--- config.mk ---
export PLATFORM = sky130hd
export DESIGN_NAME = uart_rx
export DESIGN_NICKNAME = d
export VERILOG_FILES = /design/src/rtl/uart_rx.sv
export SDC_FILE = /design/constraint.sdc
export NUM_CORES = 1
export LEC_CHECK = 0
export ABC_CLOCK_PERIOD_IN_PS = 4350
export CAP_MARGIN = 15
export CORE_UTILIZATION = 63
export DETAILED_ROUTE_END_ITERATION = 10
export GPL_ROUTABILITY_DRIVEN = 0
export GPL_TIMING_DRIVEN = 0
export PLACE_DENSITY = 0.84
export SYNTH_ARGS = -nofsm -noshare
export SYNTH_HDL_FRONTEND = slang
export SYNTH_SLANG_ARGS = --single-unit
--- constraint.sdc ---
create_clock -name clk -period 4.35 [get_ports clk]
set_input_delay 0.87 -clock clk [delete_from_list [all_inputs] [get_ports clk]]
set_output_delay 0.87 -clock clk [all_outputs]
set_load 0.02 [all_outputs]
--- src/rtl/uart_rx.sv ---
// uart_rx: 8N1 serial receiver feeding a small show-ahead receive FIFO.
// The rxd pin is double-flopped into rxs. A down-counting baud timer places a
// sample point in the middle of each bit. Good bytes are pushed into the FIFO.
// Framing and overrun problems raise sticky flags until clr_err is asserted.
//
// Pop handshake: rx_valid acts as "valid" and rd_en acts as "ready". A byte
// leaves the FIFO on a rising edge only when rx_valid and rd_en are both 1.
// While rx_valid is 1, rx_data always shows the head entry.
module uart_rx #(
  parameter int CLK_DIV    = 104,
  parameter int FIFO_DEPTH = 4
) (
  input  logic       clk,
  input  logic       resetn,
  input  logic       rxd,
  input  logic       rd_en,
  input  logic       clr_err,
  output logic [7:0] rx_data,
  output logic       rx_valid,
  output logic       overrun,
  output logic       frame_err,
  output logic [2:0] dbg_state
);

  localparam int HALF = CLK_DIV / 2;
  localparam int CW   = $clog2(CLK_DIV);
  localparam int AW   = $clog2(FIFO_DEPTH);

  localparam logic [CW-1:0] HALF_M1 = CW'(HALF - 1);
  localparam logic [CW-1:0] DIV_M1  = CW'(CLK_DIV - 1);

  typedef enum logic [2:0] {
    S_IDLE      = 3'd0,
    S_START     = 3'd1,
    S_DATA      = 3'd2,
    S_STOP      = 3'd3,
    S_WAIT_IDLE = 3'd4
  } state_t;

  state_t        state_q, state_d;
  logic          sync1_q, sync1_d, sync2_q, sync2_d;
  logic [CW-1:0] baud_q, baud_d;
  logic [2:0]    bit_q, bit_d;
  logic [7:0]    shift_q, shift_d;
  logic [AW:0]   wr_q, wr_d, rd_q, rd_d;
  logic [7:0]    mem_q [FIFO_DEPTH];
  logic [7:0]    mem_d [FIFO_DEPTH];
  logic          overrun_q, overrun_d, frame_err_q, frame_err_d;

  logic rxs, baud_tick, push_req, frame_set;
  logic fifo_empty, fifo_full, pop, push_ok;

  assign rxs       = sync2_q;
  assign baud_tick = (baud_q == '0);

  // Two-stage synchronizer. It resets to the idle-high line level.
  always_comb begin
    sync1_d = rxd;
    sync2_d = sync1_q;
  end

  // Frame FSM: start detection, mid-bit sampling, stop check and break wait.
  always_comb begin
    state_d   = state_q;
    baud_d    = baud_q;
    bit_d     = bit_q;
    shift_d   = shift_q;
    push_req  = 1'b0;
    frame_set = 1'b0;
    case (state_q)
      S_IDLE: begin
        if (!rxs) begin
          state_d = S_START;
          baud_d  = HALF_M1;
        end
      end
      S_START: begin
        if (baud_tick) begin
          if (!rxs) begin
            state_d = S_DATA;
            bit_d   = 3'd0;
            baud_d  = DIV_M1;
          end else begin
            // The line went high again: this was a glitch, not a start bit.
            state_d = S_IDLE;
          end
        end else begin
          baud_d = baud_q - CW'(1);
        end
      end
      S_DATA: begin
        if (baud_tick) begin
          shift_d = {rxs, shift_q[7:1]};
          bit_d   = bit_q + 3'd1;
          baud_d  = DIV_M1;
          if (bit_q == 3'd7) state_d = S_STOP;
        end else begin
          baud_d = baud_q - CW'(1);
        end
      end
      S_STOP: begin
        if (baud_tick) begin
          if (rxs) begin
            push_req = 1'b1;
            state_d  = S_IDLE;
          end else begin
            frame_set = 1'b1;
            state_d   = S_WAIT_IDLE;
          end
        end else begin
          baud_d = baud_q - CW'(1);
        end
      end
      S_WAIT_IDLE: begin
        if (rxs) state_d = S_IDLE;
      end
      default: state_d = S_IDLE;
    endcase
  end

  // FIFO bookkeeping and sticky error flags. When an error is set and cleared
  // in the same cycle, the set wins.
  always_comb begin
    fifo_empty = (wr_q == rd_q);
    fifo_full  = (wr_q[AW] != rd_q[AW]) && (wr_q[AW-1:0] == rd_q[AW-1:0]);
    pop        = rd_en && !fifo_empty;
    // When the FIFO is full, a pop in the same cycle frees the slot for the push.
    push_ok    = push_req && (!fifo_full || pop);
    mem_d      = mem_q;
    if (push_ok) mem_d[wr_q[AW-1:0]] = shift_q;
    wr_d       = wr_q + {{AW{1'b0}}, push_ok};
    rd_d       = rd_q + {{AW{1'b0}}, pop};
    overrun_d  = overrun_q;
    frame_err_d = frame_err_q;
    if (clr_err) begin
      overrun_d   = 1'b0;
      frame_err_d = 1'b0;
    end
    if (push_req && fifo_full && !pop) overrun_d = 1'b1;
    if (frame_set) frame_err_d = 1'b1;
  end

  // State register for the synchronizer, the FSM, the FIFO and the flags.
  always_ff @(posedge clk or negedge resetn) begin
    if (!resetn) begin
      sync1_q     <= 1'b1;
      sync2_q     <= 1'b1;
      state_q     <= S_IDLE;
      baud_q      <= '0;
      bit_q       <= '0;
      shift_q     <= '0;
      wr_q        <= '0;
      rd_q        <= '0;
      overrun_q   <= 1'b0;
      frame_err_q <= 1'b0;
      for (int i = 0; i < FIFO_DEPTH; i++) mem_q[i] <= '0;
    end else begin
      sync1_q     <= sync1_d;
      sync2_q     <= sync2_d;
      state_q     <= state_d;
      baud_q      <= baud_d;
      bit_q       <= bit_d;
      shift_q     <= shift_d;
      wr_q        <= wr_d;
      rd_q        <= rd_d;
      overrun_q   <= overrun_d;
      frame_err_q <= frame_err_d;
      for (int i = 0; i < FIFO_DEPTH; i++) mem_q[i] <= mem_d[i];
    end
  end

  assign rx_data   = mem_q[rd_q[AW-1:0]];
  assign rx_valid  = !fifo_empty;
  assign overrun   = overrun_q;
  assign frame_err = frame_err_q;
  assign dbg_state = state_q;

endmodule

==> summary.txt <==
Outcome
  • Status: finished clean

Setup path
  • CP arrival: 2.06 ns
  • Setup crit end kind: output pin
  • Worst Path Max Fanout: 9
  • CP Launch Type: flop
  • CP required: 3.48 ns
  • Crit Path Category: reg2out

Placement
  • Post-Place Cells: 276
  • Place WS: 1.559 ns
  • Port-buffer cells: 18
  • Dpl hpwl: 3643 um
  • Placed cell area: 3167 um2

Yosys
  • Primary FF master, synth: dfrtp_1
  • Syn Inst Count: 205
  • Synth Net Count: 217
  • Syn avg cell area: 14.18 um2
  • Post-synth ARST share: 1.000
  • EDFF count, synth: 0
  • Register area share after synthesis: 0.5433
  • Cell variety after synth: 43
  • Post-Syn Area: 2907 um2
  • Synth warnings: 0
  • Synth Register Bits: 63

Die
  • Starting Density: 0.6630
  • FP Rows: 24
  • Die footprint: 4890 um2
  • IO Count: 19
  • CORE AREA: 4384 um2
  • Die Width: 69.93 um
  • Die H: 69.93 um

Clock tree
  • CTS tree: done
  • Post-CTS Hold Buffers: 0
  • Clock latency on the worst-skew pair: 0.34 ns
  • Post-CTS Resized: 0
  • CTS Sinks: 63
  • Clock tree buffer depth: 2
  • Total CTS buffers: 9
  • H-tree Lvls: 3
  • Postcts setup bufs: 0
  • Reg clk slew, reported paths: 0.07 ns
  • Clk root buf: clkbuf_8

Global routing
  • Initial antenna violation count: 0
  • Largest net degree at the start of global routing: 44
  • Global-route usage over all layers: 0.2515
  • First-pass GRT wire length: 9032 um
  • Vias in the first global route: 1844
  • Total gr overflow: 0

Job
  • MaxCap Viol Count: 0

Route
  • Vias/cell: 6.072
  • Total wire length: 5314 um
  • Antenna Violating Nets Remaining: 0
  • Number of DRC markers in iteration 0: 97
  • DRT Pass-1 Iters: 4
  • Remaining DRCs: 0
  • WL/cell: 18.20 um
  • Via count: 1773

STA
  • Final Skew: 0.009964 ns
  • Fin Hold WS: 0.3547 ns
  • Min Tclk post-route: 2.929 ns
  • Period utilization: 0.6734
  • Slew Limit Fails: 0
  • Slew headroom: 0.4588
  • Setup WS post-layout: 1.421 ns
  • Final setup fails: 0
  • Worst slew pin tran: 0.8058 ns
  • Hold Vio Cnt, Final: 0
  • Fmax: 341.4 MHz
  • RSZ-0062 raised after global routing: false
  • Total negative slack: 0 ns

Final layout
  • Final Cell Area: 3398 um2
  • # diodes: 0
  • Layout Cells excl Fill: 292
  • Area growth syn-to-layout: 16.92%
  • Share of cells above drive strength 1: 0.3333
  • Layout Utilization: 0.7751
  • Nets: 247
  • Most common cell after layout, fill and taps aside: dfrtp_1
  • Commonest non-fill, non-tap cells in the layout: dfrtp_1 (61), mux2_2 (39), clkdlybuf4s50_1 (17), clkbuf_8 (11)

Power
  • Power Dens Cells: 346.9 nW/um2
  • Leakage: 1.583 nW
  • Peak supply drop: 0.2247 mV
  • Final Power: 1.179 mW

Worst hold path
  • Worst min path class: reg2reg
-- power breakdown --
part / internal [mW] / switching, mW / total [mW]
clock: 0.352 / 0.219 / 0.571
combinational: 0.00564 / 0.0146 / 0.0202
sequential: 0.587 / 0.000249 / 0.588
-- final cells by class --
type / instances / area (um2)
Timing Repair Buffer: 19 / 195.2
Clock inverter: 5 / 80.08
Buffer: 6 / 28.78
Clock buffer: 11 / 151.4
Inverter: 8 / 30.03
Sequential cell: 63 / 1579
Tap cell: 52 / 65.06
Fill cell: 259 / 985.9
Multi-Input combinational cell: 128 / 1269
-- cell families (layout without fill, tap and decap cells) --
kind of cell,after synthesis,after routing,share of synthesized area
fa+ha+maj,7,7,0.03013
buf+inv,14,49,0.02023
compound gates,24,24,0.05898
xor+xnor,6,6,0.01808
mux,49,49,0.2204
simple gates,42,42,0.1089
flops,63,63,0.5433
-- synth_stat cells (all sizes together) (3+ instances only) --
| library cell | instances | share of area |
|---|---|---|
| mux2 | 40 | 0.15 |
| mux4 | 8 | 0.062 |
| nand3 | 5 | 0.0086 |
| dfrtp | 61 | 0.53 |
| a21oi | 4 | 0.0069 |
| xor2 | 4 | 0.012 |
| clkbuf | 3 | 0.0039 |
| nor2 | 8 | 0.010 |
| nand2 | 8 | 0.010 |
| a31oi | 3 | 0.0065 |
| nor3 | 3 | 0.0069 |
| inv | 8 | 0.010 |
| ha | 7 | 0.030 |
| o21ai | 4 | 0.0069 |
| nor4 | 5 | 0.034 |
| buf | 3 | 0.0060 |
| and2 | 3 | 0.0065 |
-- flip-flops by register name, summed over array words and instances (netlist names) --
| register | cells |
|---|---|
| rd_q | 3 |
| overrun | 1 |
| shift_q | 8 |
| bit_q | 3 |
| sync1_q | 1 |
| dbg_state | 3 |
| frame_err | 1 |
| rxs | 1 |
| wr_q | 3 |
| mem_q | 32 |
| baud_q | 7 |
-- path summary, 6_finish.rpt --
check,start,end,slack (ns),cells past startpoint
setup / recovery,rd_q[1],rx_valid,1.42,5
setup reg to reg,baud_q[0],mem_q[6],1.66,6
hold / removal,sync1_q,rxs,0.35,0
max in group asynchronous,resetn,sync1_q,3.22,2
hold reg to reg,sync1_q,rxs,0.35,0
min in group asynchronous,resetn,overrun,0.48,1
-- worst max-delay path, cell delays in order (launching register included) --
cell             delay, ns
dfrtp_1               0.34
buf_2                 0.28
xor2_1                0.33
nor2_1                0.09
nand2_1               0.08
clkdlybuf4s50_1       0.60
-- layer usage --
metal / wire length [um] / vias up / GRT usage
met5: 0 / - / 0
li1: - / 817 / -
met3: 166 / 9 / 0.07792
met2: 2714 / 30 / 0.3942
met4: 91 / 0 / 0.09111
met1: 2342 / 917 / 0.3340
Note: power is estimated with default switching activity, not from simulation.
